==> src/rtl/signed_bcd_converter_if.sv <==
// Handshake and result bus for the signed binary-to-BCD converter.
interface signed_bcd_converter_if;
  logic       start;
  logic [7:0] din;
  logic       busy;
  logic       done;
  logic       neg;
  logic [3:0] hundreds;
  logic [3:0] tens;
  logic [3:0] ones;

  modport master (
    output start, din,
    input  busy, done, neg, hundreds, tens, ones
  );

  modport slave (
    input  start, din,
    output busy, done, neg, hundreds, tens, ones
  );
endinterface

==> src/rtl/signed_bcd_converter.sv <==
// Signed 8-bit to sign + 3-digit BCD converter using the shift-and-add-3 (double dabble) method.
// One conversion takes 8 shift cycles; results are held until the next completion.
module signed_bcd_converter (
  input  logic                          clk,
  input  logic                          rst_n,
  signed_bcd_converter_if.slave         bus
);

  typedef enum logic [0:0] {StIdle, StShift} state_e;

  state_e      state_q, state_d;
  logic [7:0]  mag_q, mag_d;
  logic [11:0] scratch_q, scratch_d;
  logic [2:0]  cnt_q, cnt_d;
  logic        sign_q, sign_d;
  logic        neg_q, neg_d;
  logic [11:0] digits_q, digits_d;
  logic        done_q, done_d;

  logic        accept;
  logic        last_shift;
  logic [11:0] adj;
  logic [19:0] shifted;

  function automatic logic [3:0] add3(input logic [3:0] d);
    return (d >= 4'd5) ? d + 4'd3 : d;
  endfunction

  assign accept     = (state_q == StIdle) && bus.start;
  assign last_shift = (state_q == StShift) && (cnt_q == 3'd7);

  // State register
  always_ff @(posedge clk or negedge rst_n) begin
    if (!rst_n) begin
      state_q <= StIdle;
    end else begin
      state_q <= state_d;
    end
  end

  // Next-state logic
  always_comb begin
    state_d = state_q;
    unique case (state_q)
      StIdle:  if (bus.start) state_d = StShift;
      StShift: if (cnt_q == 3'd7) state_d = StIdle;
      default: state_d = StIdle;
    endcase
  end

  // Datapath next-state: digits are corrected before the joint left shift
  always_comb begin
    adj       = {add3(scratch_q[11:8]), add3(scratch_q[7:4]), add3(scratch_q[3:0])};
    shifted   = {adj, mag_q} << 1;
    mag_d     = mag_q;
    scratch_d = scratch_q;
    cnt_d     = cnt_q;
    sign_d    = sign_q;
    neg_d     = neg_q;
    digits_d  = digits_q;
    done_d    = 1'b0;
    if (accept) begin
      sign_d    = bus.din[7];
      // 8-bit unsigned negate: -128 maps cleanly to 128
      mag_d     = bus.din[7] ? (~bus.din + 8'd1) : bus.din;
      scratch_d = '0;
      cnt_d     = '0;
    end else if (state_q == StShift) begin
      scratch_d = shifted[19:8];
      mag_d     = shifted[7:0];
      cnt_d     = cnt_q + 3'd1;
      if (last_shift) begin
        digits_d = shifted[19:8];
        neg_d    = sign_q;
        done_d   = 1'b1;
      end
    end
  end

  always_ff @(posedge clk or negedge rst_n) begin
    if (!rst_n) begin
      mag_q     <= '0;
      scratch_q <= '0;
      cnt_q     <= '0;
      sign_q    <= 1'b0;
      neg_q     <= 1'b0;
      digits_q  <= '0;
      done_q    <= 1'b0;
    end else begin
      mag_q     <= mag_d;
      scratch_q <= scratch_d;
      cnt_q     <= cnt_d;
      sign_q    <= sign_d;
      neg_q     <= neg_d;
      digits_q  <= digits_d;
      done_q    <= done_d;
    end
  end

  // Outputs
  always_comb begin
    bus.busy     = (state_q == StShift);
    bus.done     = done_q;
    bus.neg      = neg_q;
    bus.hundreds = digits_q[11:8];
    bus.tens     = digits_q[7:4];
    bus.ones     = digits_q[3:0];
  end

endmodule

==> src/flat_wrapper.sv <==
// flat-port wrapper written by rule: the top's interface ports become plain ports
module signed_bcd_converter_flat 
  (clk, rst_n, bus_start, bus_din, bus_busy, bus_done, bus_neg, bus_hundreds, bus_tens, bus_ones);
  signed_bcd_converter_if bus_i ();
  input  logic clk;
  input  logic rst_n;
  input wire logic [$bits(bus_i.start)-1:0] bus_start;
  input wire logic [$bits(bus_i.din)-1:0] bus_din;
  output wire logic [$bits(bus_i.busy)-1:0] bus_busy;
  output wire logic [$bits(bus_i.done)-1:0] bus_done;
  output wire logic [$bits(bus_i.neg)-1:0] bus_neg;
  output wire logic [$bits(bus_i.hundreds)-1:0] bus_hundreds;
  output wire logic [$bits(bus_i.tens)-1:0] bus_tens;
  output wire logic [$bits(bus_i.ones)-1:0] bus_ones;
  assign bus_i.start = bus_start;
  assign bus_i.din = bus_din;
  assign bus_busy = bus_i.busy;
  assign bus_done = bus_i.done;
  assign bus_neg = bus_i.neg;
  assign bus_hundreds = bus_i.hundreds;
  assign bus_tens = bus_i.tens;
  assign bus_ones = bus_i.ones;
  signed_bcd_converter u_core (.clk(clk), .rst_n(rst_n), .bus(bus_i));
endmodule
==> config.mk <==
export PLATFORM = sky130hd
export DESIGN_NAME = signed_bcd_converter_flat
export DESIGN_NICKNAME = d
export VERILOG_FILES = /design/src/rtl/signed_bcd_converter_if.sv /design/src/rtl/signed_bcd_converter.sv /design/src/flat_wrapper.sv
export SDC_FILE = /design/constraint.sdc
export NUM_CORES = 1
export LEC_CHECK = 0
export CAP_MARGIN = 10
export CORE_MARGIN = 10
export CORE_UTILIZATION = 45
export DETAILED_ROUTE_END_ITERATION = 10
export PLACE_DENSITY = 0.72
export SYNTH_ARGS = -nofsm -noshare
export SYNTH_HDL_FRONTEND = slang
export SYNTH_SLANG_ARGS = --single-unit
==> constraint.sdc <==
create_clock -name clk -period 2 [get_ports clk]
set_input_delay 0.4 -clock clk [delete_from_list [all_inputs] [get_ports clk]]
set_output_delay 0.4 -clock clk [all_outputs]
set_load 0.02 [all_outputs]
==> results of run 1 <==
==> synthesized netlist by cell type, types with 2 or more instances <==
library cell	number	area (um^2)
dfrtp_1	39	976
nand2b_1	5	31.3
o31ai_1	3	22.5
xor2_1	3	26.3
nor2_1	7	26.3
nand2_1	21	78.8
nand3_1	2	10.0
clkbuf_1	4	15.0
nor3b_1	12	90.1
a21o_1	5	37.5
buf_2	4	20.0
o21ai_0	15	75.1
inv_1	10	37.5
a22o_1	3	26.3
ha_1	9	113
xnor2_1	4	35.0
nor3_1	3	15.0
a21oi_1	13	65.1
mux2_2	8	90.1
mux2i_1	11	110
==> logic make-up after synthesis <==
family	count (synthesis)	share of synthesized area, %
muxes	19	10.2
buffers and inverters	19	3.89
DFF	39	49.8
and+or+nand+nor	53	14.2
adders and majority gates	9	5.74
xor gates and xnor gates	7	3.13
AOI/OAI and AO/OA	43	13.1
==> critical path, delay by kind of cell <==
family,cells,cell delay [ns]
AOI/OAI and AO/OA,1,0.26
adders and majority gates,1,0.14
buffers and inverters,2,0.48
muxes,1,0.22
and+or+nand+nor,2,0.44
==> state kept, by name, indices dropped and copies added (netlist names) <==
name,cells
u_core.sign_q,1
u_core.bus.busy,1
u_core.bus.done,1
u_core.cnt_q,3
u_core.digits_q,12
u_core.scratch_q,12
u_core.mag_q,8
u_core.bus.neg,1
==> area by class of cell <==
type	count	area (um^2)
fillers	397	1720
flip-flops and latches	39	976
multi-input cells	131	908
repair buffers	31	303
clock buffers	8	100
well taps	50	62.6
inverters	11	41.3
==> per-stage QoR <==
step	setup TNS [ns]	setup slack, ns	hold slack (ns)	std cells	area [um^2]
finish	0	0.225	0.151	270	2390
global route	0	0.111	0.184	270	2390
CTS	0	0.222	0.165	270	2390
detailed placement	-0.0924	-0.0924	0.470	262	2290
global placement	-0.0268	-0.0268	0.459	262	2290
floorplan	0	0.462	0.104	189	1960
==> power by group through the flow <==
stage | clock network [mW] | registers (mW) | logic, mW
2_1_floorplan | 0 | 1.49 | 1.08
3_3_place_gp | 0 | 1.36 | 1.75
3_5_place_dp | 0 | 1.38 | 1.79
4_1_cts | 0.597 | 1.36 | 1.80
5_1_grt | 0.634 | 1.40 | 1.97
6_report | 0.575 | 1.36 | 1.77
==> layer usage <==
layer | track usage [%] | up-vias | wire, um
met5 | 0 | - | 0
met4 | 4.49 | 0 | 90
met3 | 4.64 | 12 | 236
met2 | 16.8 | 30 | 1640
met1 | 11.4 | 676 | 1690
li1 | - | 717 | -
==> worst max-delay path by stage <==
stage | startpoint | to | slack [ns] | cells after the start
after global routing | bus_din[1] | u_core.mag_q[6] | 0.11 | 7
after global placement | bus_din[0] | u_core.mag_q[6] | -0.03 | 7
after CTS | bus_din[0] | u_core.mag_q[6] | 0.22 | 7
after detailed placement | bus_din[0] | u_core.mag_q[6] | -0.09 | 7
final | bus_din[0] | u_core.mag_q[6] | 0.22 | 7
after floorplan | bus_din[0] | u_core.mag_q[6] | 0.46 | 6
==> summary.md, run 1 <==
| Metric | Value |
|---|---|
| Status | `completed` |
| Sequential Power Share | `36.7%` |
| Drt pass-1 iters | `4` |
| Dpl hpwl | `2650 um` |
| Largest stage delay on the critical path | `0.42 ns` |
| Final nets | `239` |
| Remaining DRCs | `0` |
| Avg Cell Area, Syn | `10.4 um^2` |
| Combinational Power Share | `47.8%` |
| Area Overhead vs Synth | `22.0%` |
| Most common cell after layout, fill and taps aside | `dfrtp_1` |
| Clock latency on the worst-skew pair | `0.29 ns` |
| Crit path DAT | `1.95 ns` |
| Final hold vios | `0` |
| Warnings from Yosys | `0` |
| IR drop worst, VDD | `508 uV` |
| Reg2reg path depth | `6` |
| I/O pin count | `26` |
| Total GRT Usage | `10.3%` |
| Final antenna-violating net count | `0` |
| Global-route wire length before repair | `6240 um` |
| Switching power of the nets | `1.37 mW` |
| Hold Crit Class | `input port to async pin` |
| Crit Path Max Fanout | `2` |
| Utilization after layout | `58.1%` |
| F_max | `563 MHz` |
| Max Slew Vio Count | `0` |
| Antenna cell count | `0` |
| Syn Nets | `209` |
| Initial antenna violation count | `0` |
| Clock network power share | `15.5%` |
| Crit Reg-Reg Startpoint | `u_core.scratch_q[0]` |
| 1st-iter DRT viols | `74` |
| Global route overflow | `0` |
| Final min period | `1.78 ns` |
| Die W | `86.0 um` |
| Core area | `4120 um^2` |
| Cell count after synthesis | `189` |
| Max Clock Skew | `0.00433 ns` |
| Cell variety after synth | `28` |
| FF+latch count, synth | `39` |
| Layout cells sized above 1 | `10.9%` |
| Routability cong. | `0.811` |
| Final setup fails | `0` |
| Critical path class | `input port to flop` |
| DR vias | `1,435` |
| Sw Share | `36.9%` |
| Root Driver | `clkbuf_8` |
| Async S/R FF share, synth | `100%` |
| Ys flop type | `dfrtp_1` |
| Setup crit end kind | `flop` |
| Vias in the first global route | `1,389` |
| Total chip power | `3.70 mW` |
| Pin count of the biggest net entering global routing | `43` |
| Period Utilization, post-route | `88.8%` |
| Row Count | `23` |
| Post-synthesis sequential area ratio | `49.8%` |
| Worst reg2reg setup slack | `0.34 ns` |
| Routed vias/inst | `5.31` |
| CTS tree | `done` |
| Postcts setup bufs | `0` |
| Slowest cell on crit path | `clkdlybuf4s50_1` |
| Routed length per instance | `13.5 um` |
| Slew @ Worst Pin | `0.604 ns` |
| Commonest non-fill, non-tap cells in the layout | `39 x dfrtp_1, 24 x clkdlybuf4s50_1, 21 x nand2_1` |
| P_leak | `1.12 nW` |
| H-Tree Depth | `2` |
| Power Internal | `2.33 mW` |
| Clock transition at path regs | `0.07 ns` |
| Max_slew headroom | `59.6%` |
| Initial Util | `47.6%` |
| PortBufs | `25` |
| Die Area | `7400 um^2` |
| Critical path required time | `2.18 ns` |
| Die Y | `86.0 um` |
| Unrepaired setup endpoints after global routing | `false` |
| CTS buffer count | `5` |
| Final WL | `3650 um` |
| Clock tree buffer depth | `2` |
| Max_cap viols | `0` |
| Pwr dens | `1550 nW/um^2` |
| R2R Path End | `u_core.digits_q[2]` |
| Setup crit start kind | `input port` |
| Area of the mapped netlist | `1960 um^2` |
| CTS-repair resized insts | `0` |
| Num Clock Sinks | `39` |
| EDFF count, synth | `0` |
| Crit-path cells | `clkdlybuf4s50_1 -> inv_1 -> ha_1 -> or3b_1 -> o31ai_1 -> mux2i_1 -> nand2_1` |
| Post-CTS Hold Buffers | `0` |
Power figures use the tool's default switching activity.
==> inputs of run 2 (changes only) <==
- DONT_BUFFER_PORTS: default -> 1
- PLACE_DENSITY: 0.72 -> 0.65
==> run 2 against run 1 <==
- die area stayed put
- clock skew is 0.0017 ns higher
- worst setup slack better by 0.099 ns
- power is 8.0% lower
- maximum frequency is 5.9% higher
- cell area is 11% lower
- clock power is 11% lower
- flip-flop and latch count stayed put
- global-route usage is 0.99 points higher
- sequential power is 15% higher
- sequential share of layout area is 5.0 points higher
- clock-buffer cell count is 1 lower
- largest cell class unchanged
==> summary.md, run 2 (same netlist as run 1, synthesis figures left out) <==
| Metric | Value |
|---|---|
| Status | `completed` |
| Area Overhead vs Synth | `8.62%` |
| Vias in the first global route | `1,383` |
| Max_slew headroom | `61.5%` |
| Largest regs | `u_core.digits_q (12), u_core.scratch_q (12), u_core.mag_q (8)` |
| Remaining DRCs | `0` |
| 1st-iter DRT viols | `95` |
| Crit Reg-Reg Startpoint | `u_core.scratch_q[0]` |
| Postcts setup bufs | `0` |
| Core area | `4120 um^2` |
| Crit Path Max Fanout | `5` |
| Period Utilization, post-route | `83.8%` |
| Setup_tns | `0 ns` |
| CTS tree | `done` |
| Die W | `86.0 um` |
| Max Clock Skew | `0.00606 ns` |
| Final hold slack | `0.196 ns` |
| Max_cap viols | `0` |
| Global route overflow | `0` |
| Final WL | `3950 um` |
| Final hold vios | `0` |
| Total chip power | `3.40 mW` |
| Hold Crit Class | `input port to flop` |
| Unrepaired setup endpoints after global routing | `false` |
| Clock transition at path regs | `0.08 ns` |
| Drt pass-1 iters | `4` |
| Final min period | `1.68 ns` |
| Setup crit end kind | `flop` |
| F_max | `596 MHz` |
| Most common cell after layout, fill and taps aside | `dfrtp_1` |
| Clock tree buffer depth | `2` |
| Final setup fails | `0` |
| Total GRT Usage | `11.3%` |
| R2R Path End | `u_core.digits_q[2]` |
| Initial antenna violation count | `0` |
| PortBufs | `0` |
| Routed vias/inst | `5.51` |
| DR vias | `1,350` |
| Critical path class | `flop to flop` |
| CTS buffer count | `5` |
| Crit path DAT | `1.86 ns` |
| Die Area | `7400 um^2` |
| Dpl hpwl | `2940 um` |
| Setup crit start kind | `flop` |
| Root Driver | `clkbuf_8` |
| Placed Cells | `235` |
| Hold path cells | `1` |
| Layout cells sized above 1 | `10.8%` |
| IR drop worst, VDD | `492 uV` |
| Num Clock Sinks | `39` |
| Max Slew Vio Count | `0` |
| Reg2reg path depth | `6` |
| Critical path required time | `2.18 ns` |
| Final antenna-violating net count | `0` |
| Antenna cell count | `0` |
| Initial Util | `47.6%` |
| Global-route wire length before repair | `6630 um` |
| Clock latency on the worst-skew pair | `0.29 ns` |
| Die Y | `86.0 um` |
| Row Count | `23` |
| I/O pin count | `26` |
| Worst reg2reg setup slack | `0.32 ns` |
| HP Start | `bus_start` |
| P_leak | `1.01 nW` |
| WHS Endpoint | `u_core.scratch_q[0]` |
| Final instance count without filler cells | `245` |
| Slew @ Worst Pin | `0.576 ns` |
| Final nets | `214` |
| CTS-repair resized insts | `0` |
| Routability cong. | `0.742` |
| Commonest non-fill, non-tap cells in the layout | `39 x dfrtp_1, 21 x nand2_1, 15 x o21ai_0` |
| Routed length per instance | `16.1 um` |
| Pin count of the biggest net entering global routing | `40` |
| Pwr dens | `1600 nW/um^2` |
| H-Tree Depth | `2` |
==> run 2: changes by cell type in the layout (fill, tap and decap cells not counted) <==
cell / previous run / this run
clkdlybuf4s50_1: 24 / 0
clkbuf_8: 7 / 5
buf_2: 1 / 0
buf_4: 5 / 4
clkbuf_1: 1 / 2
clkinv_2: 0 / 1
dlygate4sd3_1: 0 / 1
==> run 2: worst max-delay path, cell delays in order, from the launching register on <==
cell	delay, ns
dfrtp_1	0.40
inv_1	0.12
ha_1	0.25
nand2b_1	0.10
a21oi_1	0.27
mux2i_1	0.15
mux2_2	0.28
==> run 2: where the power goes <==
group          total [mW]  switching [mW]  leakage [nW]  internal (mW)
registers            1.57           0.430         0.492           1.14
logic                1.32           0.672         0.475          0.649
clock network       0.513           0.268        0.0422          0.245
==> run 2: through the flow <==
stage               area, um^2  util [%]  setup WS [ns]
floorplan                 1960         -          0.462
global placement          2020      49.0          0.391
detailed placement        2020      49.0          0.320
CTS                       2130      51.7          0.296
global route              2130      51.7          0.179
finish                    2130      51.7          0.323
==> run 2: per-layer routing <==
metal / track usage, % / up-vias / share of wire (%)
met2: 18.0 / 40 / 46
met1: 12.0 / 640 / 41
li1: - / 660 / -
met4: 5.99 / 0 / 3.5
met3: 5.77 / 10 / 9.2
met5: 0 / - / 0
==> run 2: final cells by class <==
class / instances / area [um^2]
clock inverters: 1 / 5.00
inverters: 11 / 41.3
fillers: 376 / 1990
clock buffers: 7 / 76.3
repair buffers: 6 / 60.1
flip-flops and latches: 39 / 976
multi-input cells: 131 / 908
well taps: 50 / 62.6
==> run 2: what timing repair did <==
action	4_1_cts	5_1_grt
setup endpoints to repair	0	0
hold buffers	2	0
endpoints found under the hold margin	39	0
==> run 2: worst max-delay path by stage <==
stage / startpoint / end / slack [ns] / depth (start not counted)
floorplan: bus_din[0] / u_core.mag_q[6] / 0.46 / 6
global placement: u_core.scratch_q[0] / u_core.digits_q[2] / 0.39 / 6
detailed placement: u_core.scratch_q[0] / u_core.digits_q[2] / 0.32 / 6
CTS: u_core.scratch_q[0] / u_core.digits_q[2] / 0.30 / 6
global route: u_core.scratch_q[0] / u_core.digits_q[2] / 0.18 / 6
finish: u_core.scratch_q[0] / u_core.digits_q[2] / 0.32 / 6
==> inputs of run 3 (changes only) <==
- PLACE_DENSITY: 0.65 -> 0.67
- clock period: 2 -> 1.5 ns (I/O delays scaled with it)
==> run 3 against run 2 <==
- worst setup slack worse by 0.28 ns
- non-clock buffer count up 13
- register-to-register slack worse by 0.28 ns
- flip-flop and latch count unchanged
- sequential share of layout area down 4.1 points
- clock power up 53%
- clock-buffer cell count up 1
- largest cell class is now multi-input combinational cells
- clock skew down 0.00056 ns
- sequential power up 36%
- combinational power up 77%
- highest routed layer unchanged
- utilization up 5.1 points
- global-route usage up 0.57 points
- largest power group is now combinational logic
==> summary.md, run 3 (same netlist as run 1, synthesis figures left out) <==
| Metric | Value |
|---|---|
| Status | `completed` |
| R2R Path End | `u_core.digits_q[10]` |
| Crit Path Max Fanout | `4` |
| Die W | `86.0 um` |
| Final min period | `1.46 ns` |
| P_leak | `1.10 nW` |
| Critical path required time | `1.68 ns` |
| Worst reg2reg setup slack | `0.04 ns` |
| Clock latency on the worst-skew pair | `0.30 ns` |
| WP depth | `5` |
| Vias in the first global route | `1,496` |
| Remaining DRCs | `0` |
| Final antenna-violating net count | `0` |
| Global route overflow | `0` |
| Period Utilization, post-route | `97.0%` |
| Crit-path cells | `ha_1 -> nand2b_1 -> a21oi_2 -> mux2i_1 -> mux2_2` |
| Max_slew headroom | `80.2%` |
| Filler instances | `351` |
| Largest stage delay on the critical path | `0.42 ns` |
| Crit Reg-Reg Startpoint | `u_core.scratch_q[8]` |
| Layout cells sized above 1 | `25.0%` |
| Reg2reg path depth | `5` |
| Die Y | `86.0 um` |
| Max Slew Vio Count | `0` |
| Total GRT Usage | `11.9%` |
| Max_cap viols | `0` |
| Routability cong. | `0.782` |
| I/O pin count | `26` |
| Die Area | `7400 um^2` |
| Initial Util | `47.6%` |
| Clock transition at path regs | `0.07 ns` |
| Area Overhead vs Synth | `19.3%` |
| Commonest non-fill, non-tap cells in the layout | `38 x dfrtp_1, 20 x nand2_1, 16 x buf_4` |
| Hold Crit Class | `input port to flop` |
| H-Tree Depth | `2` |
| Final WL | `4070 um` |
| Global-route wire length before repair | `7090 um` |
| Dpl hpwl | `2910 um` |
| CTS tree | `done` |
| PortBufs | `0` |
| Row Count | `23` |
| Final hold vios | `0` |
| Worst setup slack after layout | `0.0445 ns` |
| Root Driver | `clkbuf_8` |
| Utilization after layout | `56.9%` |
| IR drop worst, VDD | `639 uV` |
| DP Worst Slack | `-0.0635 ns` |
| Worst setup path end | `u_core.digits_q[10]` |
| CTS buffer count | `5` |
| Clock tree buffer depth | `2` |
| Buffer and inverter count on the worst path | `0` |
| Final nets | `227` |
| Drt pass-1 iters | `4` |
| Unrepaired setup endpoints after global routing | `true` |
| Pin count of the biggest net entering global routing | `40` |
| Antenna cell count | `0` |
| DR vias | `1,404` |
| Initial antenna violation count | `0` |
| Largest delay share family, worst path | `flip-flops` |
| Num Clock Sinks | `39` |
| Crit path from | `u_core.scratch_q[8]` |
| Most common cell after layout, fill and taps aside | `dfrtp_1` |
| F_max | `687 MHz` |
| Final setup fails | `0` |
| Setup crit start kind | `flop` |
| Routed length per instance | `15.8 um` |
| Slowest cell on crit path | `dfrtp_1` |
| Largest regs | `u_core.digits_q (12), u_core.scratch_q (12), u_core.mag_q (8)` |
| Critical path class | `flop to flop` |
| Setup crit end kind | `flop` |
| Max Clock Skew | `0.00549 ns` |
| Crit path DAT | `1.64 ns` |
| Routed vias/inst | `5.44` |
| Pwr dens | `2250 nW/um^2` |
| Core area | `4120 um^2` |
| Slew @ Worst Pin | `0.297 ns` |
| 1st-iter DRT viols | `62` |
==> run 3: cell count changes in the layout (fill, tap and decap cells not counted), sizes merged <==
cell / delta
buf: +13
clkbuf: +1
clkinv: -1
==> run 3: stage by stage <==
stage	area (um^2)	hold slack, ns	instances	power (mW)	setup TNS [ns]
global placement	2090	0.00567	245	3.92	-0.00734
CTS	2250	0.0915	256	4.95	0
detailed placement	2090	0.00569	245	4.06	-0.309
global route	2340	0.111	258	5.69	-0.104
finish	2340	0.0985	258	5.25	0
floorplan	1960	0.00441	189	3.43	0
==> run 3: what timing repair did <==
item                                    CTS  global route
endpoints found under the setup margin    9            14
pin swaps                                 1             3
buffers inserted                          1             2
endpoints found under the hold margin    39             0
hold buffers                              2             0
gates resized for setup                   5            20
==> run 3: routing by layer <==
layer  global-route usage (%)  routed length, um  up-vias
li1                         -                  -      691
met1                     13.4               1720      673
met2                     18.7               1940       33
met3                     4.92                353        7
met4                     6.44                 64        0
met5                        0                  0        -
==> run 3: power by group <==
part	switching (mW)	leakage (nW)	internal, mW
clock network	0.365	0.0515	0.420
logic	1.07	0.559	1.27
registers	0.606	0.492	1.52
total	2.04	1.10	3.21
==> run 3: area by class of cell <==
cell class	instances	area, um^2	area share [%]
Sequential cell	39	977	41.8
Tap cell	50	62.6	2.67
Inverter	11	42.5	1.82
Clock buffer	8	100	4.28
Timing Repair Buffer	19	165	7.06
Multi-Input combinational cell	131	992	42.4
==> run 3: worst min-delay path by stage <==
| stage | startpoint | to | slack, ns | depth (start not counted) |
|---|---|---|---|---|
| 6_report | bus_start | u_core.scratch_q[0] | 0.1 | 1 |
| 5_1_grt | bus_start | u_core.scratch_q[0] | 0.11 | 1 |
| 4_1_cts | bus_start | u_core.scratch_q[0] | 0.09 | 1 |
| 3_5_place_dp | rst_n | u_core.digits_q[3] | 0.006 | 0 |
| 3_3_place_gp | rst_n | u_core.digits_q[1] | 0.006 | 0 |
| 2_1_floorplan | rst_n | u_core.bus.busy | 0.004 | 0 |
